`src/rtl/axi_slave_write_burst.sv`:
```
// AXI write-burst slave: accepts one AW burst at a time, streams W beats to a
// simple byte-enabled memory port and returns a single B response per burst.
module axi_slave_write_burst #(
  parameter int DATA_BITS = 32,
  parameter int ID_BITS   = 8,
  parameter int ADDR_BITS = 32,
  parameter int LEN_BITS  = 4
) (
  input  logic                   clock,
  input  logic                   reset,
  input  logic                   enable,
  input  logic [ID_BITS-1:0]     AWID,
  input  logic [ADDR_BITS-1:0]   AWADDR,
  input  logic [LEN_BITS-1:0]    AWLEN,
  input  logic [2:0]             AWSIZE,
  input  logic [1:0]             AWBURST,
  input  logic                   AWVALID,
  output logic                   AWREADY,
  input  logic [DATA_BITS-1:0]   WDATA,
  input  logic [DATA_BITS/8-1:0] WSTRB,
  input  logic                   WLAST,
  input  logic                   WVALID,
  output logic                   WREADY,
  output logic [ID_BITS-1:0]     BID,
  output logic [1:0]             BRESP,
  output logic                   BVALID,
  input  logic                   BREADY,
  input  logic                   mem_ready,
  output logic [ADDR_BITS-1:0]   mem_addr,
  output logic [DATA_BITS/8-1:0] mem_wen_n,
  output logic [DATA_BITS-1:0]   mem_wdata,
  output logic                   finish
);

  // state | meaning
  // IDLE  | waiting for an AW handshake
  // DATA  | accepting W beats of the latched burst
  // RESP  | presenting B until BREADY
  localparam logic [1:0] IDLE = 2'd0;
  localparam logic [1:0] DATA = 2'd1;
  localparam logic [1:0] RESP = 2'd2;

  localparam logic [1:0] BURST_FIXED = 2'b00;
  localparam logic [1:0] BURST_INCR  = 2'b01;
  localparam logic [1:0] BURST_WRAP  = 2'b10;
  localparam logic [1:0] BURST_RSVD  = 2'b11;

  localparam logic [2:0]          SIZE_MAX = 3'($clog2(DATA_BITS/8));
  localparam logic [LEN_BITS:0]   CNT_MAX  = '1;
  localparam logic [ADDR_BITS-1:0] ADDR_ONE = ADDR_BITS'(1);

  logic [1:0]           state_q, state_d;
  logic [ID_BITS-1:0]   id_q, id_d;
  logic [ADDR_BITS-1:0] addr_q, addr_d;
  logic [LEN_BITS-1:0]  len_q, len_d;
  logic [2:0]           size_q, size_d;
  logic [1:0]           burst_q, burst_d;
  logic [LEN_BITS:0]    cnt_q, cnt_d;
  logic                 err_q, err_d;

  logic                 aw_hs, beat, b_hs, aw_err, wrap_len_ok, beyond_len;
  logic [LEN_BITS:0]    len_ext;
  logic [ADDR_BITS-1:0] step, wrap_len, wrap_mask, addr_incr, addr_nxt;

  // Outputs are gated by reset so they read idle while reset is held low.
  assign AWREADY = reset && (state_q == IDLE) && enable;
  assign WREADY  = reset && (state_q == DATA) && mem_ready;
  assign BVALID  = reset && (state_q == RESP);
  assign BID     = BVALID ? id_q : '0;
  assign BRESP   = (BVALID && err_q) ? 2'b10 : 2'b00;

  assign aw_hs = AWVALID && AWREADY;
  assign beat  = WVALID && WREADY;
  assign b_hs  = BVALID && BREADY;
  assign finish = b_hs;

  assign len_ext    = {1'b0, len_q};
  assign beyond_len = cnt_q > len_ext;

  assign mem_addr  = beat ? addr_q : '0;
  assign mem_wdata = beat ? WDATA : '0;
  assign mem_wen_n = (beat && !err_q && !beyond_len) ? ~WSTRB : '1;

  assign wrap_len_ok = (AWLEN == LEN_BITS'(1)) || (AWLEN == LEN_BITS'(3)) ||
                       (AWLEN == LEN_BITS'(7)) || (AWLEN == LEN_BITS'(15));
  assign aw_err = (AWSIZE > SIZE_MAX) || (AWBURST == BURST_RSVD) ||
                  ((AWBURST == BURST_WRAP) && !wrap_len_ok);

  // WRAP keeps the upper bits at the window base and wraps only the offset.
  assign step      = ADDR_ONE << size_q;
  assign wrap_len  = (ADDR_BITS'(len_q) + ADDR_ONE) << size_q;
  assign wrap_mask = wrap_len - ADDR_ONE;
  assign addr_incr = addr_q + step;

  always_comb begin
    addr_nxt = addr_q;
    case (burst_q)
      BURST_FIXED: addr_nxt = addr_q;
      BURST_INCR:  addr_nxt = addr_incr;
      BURST_WRAP:  addr_nxt = (addr_q & ~wrap_mask) | (addr_incr & wrap_mask);
      default:     addr_nxt = addr_q;
    endcase
  end

  always_comb begin
    state_d = state_q;
    id_d    = id_q;
    addr_d  = addr_q;
    len_d   = len_q;
    size_d  = size_q;
    burst_d = burst_q;
    cnt_d   = cnt_q;
    err_d   = err_q;
    case (state_q)
      IDLE: begin
        if (aw_hs) begin
          id_d    = AWID;
          addr_d  = AWADDR;
          len_d   = AWLEN;
          size_d  = AWSIZE;
          burst_d = AWBURST;
          cnt_d   = '0;
          err_d   = aw_err;
          state_d = DATA;
        end
      end
      DATA: begin
        if (beat) begin
          cnt_d  = (cnt_q == CNT_MAX) ? cnt_q : cnt_q + 1'b1;
          addr_d = addr_nxt;
          if (WLAST) begin
            state_d = RESP;
            if (cnt_q != len_ext) err_d = 1'b1;
          end else if (beyond_len) begin
            err_d = 1'b1;
          end
        end
      end
      RESP: begin
        if (b_hs) state_d = IDLE;
      end
      default: state_d = IDLE;
    endcase
  end

  always_ff @(posedge clock) begin
    if (!reset) begin
      state_q <= IDLE;
      id_q    <= '0;
      addr_q  <= '0;
      len_q   <= '0;
      size_q  <= '0;
      burst_q <= '0;
      cnt_q   <= '0;
      err_q   <= 1'b0;
    end else begin
      state_q <= state_d;
      id_q    <= id_d;
      addr_q  <= addr_d;
      len_q   <= len_d;
      size_q  <= size_d;
      burst_q <= burst_d;
      cnt_q   <= cnt_d;
      err_q   <= err_d;
    end
  end

endmodule

```
`config.mk`:
```
export PLATFORM = sky130hd
export DESIGN_NAME = axi_slave_write_burst
export DESIGN_NICKNAME = d
export VERILOG_FILES = /design/src/rtl/axi_slave_write_burst.sv
export SDC_FILE = /design/constraint.sdc
export NUM_CORES = 1
export LEC_CHECK = 0
export ABC_AREA = 1
export BUFFER_PORTS_ARGS = -buffer_cell sky130_fd_sc_hd__buf_2
export CAP_MARGIN = 20
export CORE_UTILIZATION = 30
export CTS_BUF_LIST = sky130_fd_sc_hd__clkbuf_4 sky130_fd_sc_hd__clkbuf_8
export DETAILED_ROUTE_END_ITERATION = 6
export PLACE_DENSITY = 0.6
export SYNTH_ARGS = -nofsm -noshare
export SYNTH_HDL_FRONTEND = slang
export SYNTH_SLANG_ARGS = --single-unit
export TNS_END_PERCENT = 5
```
`constraint.sdc`:
```
create_clock -name clock -period 2.7 [get_ports clock]
set_input_delay 0.135 -clock clock [delete_from_list [all_inputs] [get_ports clock]]
set_output_delay 0.135 -clock clock [all_outputs]
set_load 0.005 [all_outputs]
```
==> run_results.csv, run 1 <==
group,metric,value,unit
finish,fillers,1834,
synth,synth_top_cell_by_area,"dfxtp_1",
cts,cts_sinks,57,
sta,period_minus_slack,2530,ps
floorplan,io_pins,175,
cts,cts.path.max_buffers,2,
global_route,grt_pass1_wl,27100,um
cts,cts-root-buf,"clkbuf_8",
finish,drive_gt1_frac,0.271,
sta,post-route-period-util,0.938,
sta,slew_viol_final,0,
sta,setup_viol,0,
synth,syn_area,5130,sq um
placement,place_congestion,0.869,
floorplan,initial_core_util,0.308,
finish,final_nets,1179,
finish,mostFrequentLayoutCells,"nand2_1 (186), buf_2 (173), nor2_1 (166)",
synth,syn-num-nets,1003,
synth,ys_top_cells_by_area,"dfxtp_1 (22%), nand2_1 (14%), nor2_1 (12%)",
sta,worst_pin_slew,560,ps
cts,clk_latency,380,ps
min_path,min_path_type,"input port to flip-flop",
route,ant_nets,0,
finish,fin_cells,1293,
route,dr.pass1.iters,5,
finish,fin_area,6640,sq um
placement,portBuffers,173,
sta,finalHoldViolations,0,
route,wl_per_cell,12.6,um
worst_setup_path,cp_slowest_cell,"dfxtp_2",
worst_setup_path,crit_family,"simple AND/OR/NAND/NOR gates",
sta,clock_skew,13.1,ps
worst_setup_path,rrSetupSlack,170,ps
finish,mostFrequentLayoutCell,"nand2_1",
worst_setup_path,worstPathArrival,2810,ps
synth,ys_ff_latch,57,
synth,ys_seq_area_frac,0.223,
floorplan,die_area,17600,sq um
worst_setup_path,start_kind,"flip-flop",
route,drt_iter0_drc,319,
global_route,grt_max_degree,53,
power_and_ir_drop,p_leak,3.38,nW
worst_setup_path,path_max_fanout,8,
cts,clk_pin_slew,70,ps
synth,synth.distinct_cells,50,
floorplan,num_rows,47,
floorplan,dieHeight,133,um
sta,max_freq,395,MHz
sta,setup_tns,0,ps
route,finalWirelength,16300,um
synth,synth_edf_count,0,
synth,syn_avg_cell_area,5.75,sq um
cts,cts_buffers,9,
placement,dpl_cell_area,6260,sq um
route,route.detailed.drc,0,
sta,rsz0062_at_grt,"true",
placement,hpwl,12600,um
global_route,overflow,0,
sta,finalHoldWorstSlack,45.5,ps
worst_setup_path,crit_required,2970,ps
synth,syn_inst,891,
power_and_ir_drop,worst_ir_drop_vdd,385,uV
status,status,"completed",
global_route,grt_pass1_vias,5581,
route,vias,6075,
worst_setup_path,end_kind,"flip-flop",
finish,synthToLayoutAreaGrowth,29.5,%
cts,cts_htree_levels,3,
global_route,antenna_found_initial,1,
synth,yosys_warnings,0,
cts,cts_tree,"built",
run,cap_violations,0,
floorplan,core-area,16600,sq um
worst_setup_path,critical_path_class,"flip-flop to flip-flop",
placement,placed_cells,1272,
synth,synthFlopType,"dfxtp_1",
synth,synth-async-reset-ratio,0,
synth,synth_top_area_share,0.223,
cts,ctsHoldBuffers,0,
worst_setup_path,cp.buffers_inverters,3,
power_and_ir_drop,power_per_cell_area,710,nW/um^2
worst_setup_path,slowest_delay,360,ps
global_route,track_usage,0.190,
route,avgViaCountPerCell,4.70,
worst_setup_path,crit_chain,"buf_6, inv_6, nand2_1, nor2_1, ha_1, nand2_1, o21ai_2, buf_4, nand3_1, a21oi_1, nand2_1, xor2_1, nand2_1, nor2_1, nor2_1, nor2_1",
sta,relSlewSlack,0.626,
floorplan,die_w,133,um
-- metrics by stage --
step            util  worst slack, ps  total power, mW
3_3_place_gp   0.376             83.6             3.56
3_5_place_dp   0.376             32.4             3.57
4_1_cts        0.392             7.52             4.70
2_1_floorplan      -              131             3.00
6_report       0.399              167             4.71
5_1_grt        0.399            -28.4             5.13
-- cells by family (layout without fill, tap and decap cells) --
family,after synthesis,in the layout,share of synthesized area
adder cells (fa/ha/maj),19,19,0.0478
AO/OA/AOI/OAI,133,133,0.142
buffers and inverters,170,351,0.136
XOR/XNOR,9,9,0.0154
multiplexers,1,1,0.00195
AND/OR/NAND/NOR,501,501,0.433
other,1,2,0.000731
flip-flops,57,57,0.223
-- synthesized netlist by cell type (2+ instances only) --
| master | n |
|---|---|
| buf_6 | 3 |
| nor2_2 | 5 |
| nand4_1 | 11 |
| buf_4 | 6 |
| nand3_2 | 7 |
| clkbuf_1 | 17 |
| o21ai_2 | 2 |
| nand3b_1 | 2 |
| o21ai_0 | 40 |
| a21oi_2 | 2 |
| a211oi_1 | 4 |
| o21ai_1 | 11 |
| ha_1 | 18 |
| nor4_1 | 2 |
| nand2_1 | 192 |
| xor2_1 | 7 |
| buf_2 | 3 |
| a31oi_1 | 5 |
| nand2_4 | 5 |
| buf_1 | 5 |
| or2_2 | 2 |
| nor2_4 | 2 |
| dfxtp_1 | 57 |
| nand3_4 | 3 |
| a21oi_1 | 58 |
| o21a_1 | 2 |
| nand2_2 | 11 |
| inv_2 | 8 |
| nand3_1 | 72 |
| o221ai_1 | 2 |
| inv_1 | 124 |
| inv_4 | 2 |
| nor3_1 | 14 |
| xnor2_1 | 2 |
| nor2_1 | 170 |
-- metal layers --
metal	global-route usage	vias to the layer above	routed length (um)
met5	0	-	0
met4	0.0632	0	222
li1	-	3181	-
met3	0.0322	16	770
met1	0.257	2720	8030
met2	0.305	158	7300
-- worst register-to-register path: stages, from the launching register on --
cell	delay, ps
dfxtp_2	360
buf_6	140
inv_6	50
nand2_1	90
nor2_1	50
ha_1	350
nand2_1	90
o21ai_2	180
buf_4	160
nand3_1	110
a21oi_1	330
nand2_1	150
xor2_1	160
nand2_1	60
nor2_1	40
nor2_1	90
nor2_1	50
-- final cells by class --
| cell class | instances | area, sq um | share of cell area |
|---|---|---|---|
| multi-input cells | 664 | 3370 | 0.507 |
| flip-flops and latches | 57 | 1140 | 0.172 |
| repair buffers | 199 | 1070 | 0.161 |
| inverters | 136 | 520 | 0.0784 |
| well taps | 220 | 275 | 0.0415 |
| clock buffers | 10 | 131 | 0.0198 |
| clock inverters | 6 | 130 | 0.0196 |
| diodes | 1 | 2.50 | 0.000377 |
-- timing repair --
action	in CTS	in global routing
buffers inserted	0	4
setup endpoints to repair	0	20
gates resized for setup	0	30
-- path summary, 6_finish.rpt --
kind,startpoint,end,depth (start not counted)
worst max-delay path,size_q[0],flip-flop,16
worst min-delay path,AWID[2],id_q[2],3
worst max register to register,size_q[0],flip-flop,16
worst min register to register,id_q[5],id_q[5],2
-- report_power, final --
part / switching, mW / leakage, nW / internal, mW
sequential: 0.245 / 0.468 / 1.09
combinational: 1.48 / 2.78 / 0.782
clock: 0.401 / 0.134 / 0.714
total: 2.12 / 3.38 / 2.59
No activity file was read; power rests on OpenSTA's default activity.
==> run 2: changes to the inputs <==
==> constraint.sdc (replaced) <==
create_clock -name clock -period 2.7 [get_ports clock]
set_input_delay 0.54 -clock clock [delete_from_list [all_inputs] [get_ports clock]]
set_output_delay 0.54 -clock clock [all_outputs]
set_load 0.005 [all_outputs]
==> run_results.csv, run 2 (synthesized netlist as in run 1, its figures left out) <==
group,metric,value,unit
status,status,"completed",
placement,place_congestion,0.830,
power_and_ir_drop,p_leak,3.39,nW
finish,drive_gt1_frac,0.280,
power_and_ir_drop,combPwrFrac,0.488,
power_and_ir_drop,p_sw,2.13,mW
cts,clk_latency,370,ps
power_and_ir_drop,swShare,0.455,
cts,cts_sinks,57,
worst_setup_path,path_max_fanout,6,
cts,cts_tree,"built",
worst_setup_path,slowest_delay,380,ps
worst_setup_path,cp.depth,10,
worst_setup_path,worstPathArrival,2020,ps
sta,max_freq,391,MHz
placement,hpwl,12400,um
route,route.detailed.drc,0,
worst_setup_path,critical_path_class,"flip-flop to output pin",
global_route,track_usage,0.187,
sta,rsz0062_at_grt,"true",
finish,mostFrequentLayoutCells,"nand2_1 (186), buf_2 (173), nor2_1 (164)",
power_and_ir_drop,p_int,2.55,mW
floorplan,dieHeight,133,um
global_route,grt_pass1_wl,26600,um
route,drt_iter0_drc,403,
sta,post-route-period-util,0.946,
sta,slew_viol_final,0,
power_and_ir_drop,pwr-share-clk,0.225,
cts,cts-root-buf,"clkbuf_8",
cts,cts_htree_levels,3,
worst_setup_path,start_kind,"flip-flop",
floorplan,die_w,133,um
route,ant_nets,0,
placement,dpl_cell_area,6270,sq um
power_and_ir_drop,worst_ir_drop_vdd,313,uV
worst_setup_path,worst-r2r-cell-count,18,
global_route,overflow,0,
worst_setup_path,crit_required,2160,ps
worst_setup_path,cp.buffers_inverters,3,
finish,mostFrequentLayoutCell,"nand2_1",
placement,portBuffers,173,
route,avgViaCountPerCell,4.66,
cts,cts_buffers,9,
worst_setup_path,crit_chain,"inv_2, ha_4, a21oi_1, nor3_1, nor3_1, o21ai_1, a211oi_2, buf_4, nand2_1, buf_2",
min_path,min_path_type,"input port to flip-flop",
worst_setup_path,end_kind,"output pin",
min_path,min_path_cells,3,
floorplan,initial_core_util,0.308,
sta,worst_pin_slew,554,ps
worst_setup_path,crit_family,"compound AO/OA/AOI/OAI gates",
route,finalWirelength,16300,um
finish,final_nets,1183,
power_and_ir_drop,power_per_cell_area,699,nW/um^2
global_route,grt_max_degree,52,
route,vias,6042,
cts,cts.path.max_buffers,2,
sta,period_minus_slack,2560,ps
floorplan,core-area,16600,sq um
sta,finalHoldViolations,0,
cts,ctsHoldBuffers,0,
floorplan,die_area,17600,sq um
sta,setup_viol,0,
worst_setup_path,crit_top_cell,"nor3_1",
floorplan,num_rows,47,
finish,synthToLayoutAreaGrowth,30.6,%
global_route,antenna_found_initial,1,
sta,finalHoldWorstSlack,450,ps
run,cap_violations,0,
power_and_ir_drop,power,4.68,mW
route,wl_per_cell,12.6,um
worst_setup_path,cp_slowest_cell,"dfxtp_4",
route,dr.pass1.iters,5,
sta,relSlewSlack,0.631,
cts,clk_pin_slew,80,ps
sta,clock_skew,10.5,ps
global_route,grt_pass1_vias,5467,
finish,fin_area,6700,sq um
power_and_ir_drop,seqPwrFrac,0.287,
floorplan,io_pins,175,
-- run 2: stage by stage --
step,setup TNS [ps],util,setup WS (ps),std cells
after floorplan,0,-,131,891
after detailed placement,0,0.377,104,1274
after global placement,0,0.377,156,1274
after global routing,-24.1,0.402,-12.5,1296
final,0,0.402,145,1297
after CTS,0,0.394,42.4,1291
-- run 2: area by class of cell --
| cell class | count | area [sq um] |
|---|---|---|
| diodes | 1 | 2.50 |
| clock buffers | 11 | 145 |
| clock inverters | 5 | 103 |
| fillers | 1864 | 9950 |
| inverters | 136 | 520 |
| multi-input cells | 664 | 3390 |
| flip-flops and latches | 57 | 1160 |
| well taps | 220 | 275 |
| repair buffers | 203 | 1100 |
-- run 2: worst paths after layout --
kind | to | from | slack (ps)
worst min register to register | id_q[0] | id_q[0] | 460
worst min-delay path | id_q[2] | AWID[2] | 450
worst max-delay path | mem_wen_n[2] | len_q[2] | 140
worst max register to register | flip-flop | size_q[1] | 160
-- run 2: timing repair --
action	CTS	global route
setup endpoints to repair	4	57
pin swaps	1	8
gates resized for setup	5	39
buffers inserted	1	5
-- run 2: worst register-to-register path: stages (launching register included) --
cell and delay [ps]:
dfxtp_4 370, nor3_4 150, ha_2 170, inv_1 60, fa_2 330, inv_1 80, nand3_1 80, nand2_2 80
nand4_1 90, nand2_2 110, inv_2 60, nor2_4 180, nand3_4 130, buf_4 160, o21a_1 150, nand2_1 50
nand2_1 50, nor2_1 80, nor2_1 40
-- run 2: power groups by stage --
stage | clock network [mW] | logic, mW | registers, mW
final | 1.05 | 2.28 | 1.34
after global routing | 1.10 | 2.60 | 1.38
after CTS | 1.07 | 2.24 | 1.33
after detailed placement | 0 | 2.21 | 1.35
after global placement | 0 | 2.20 | 1.35
after floorplan | 0 | 1.72 | 1.27
-- run 2: layer usage --
| layer | part of all wire | global-route usage | routed length [um] |
|---|---|---|---|
| met2 | 0.45 | 0.304 | 7370 |
| met4 | 0.011 | 0.0492 | 172 |
| met1 | 0.48 | 0.252 | 7850 |
| met3 | 0.057 | 0.0368 | 934 |
| met5 | 0 | 0 | 0 |
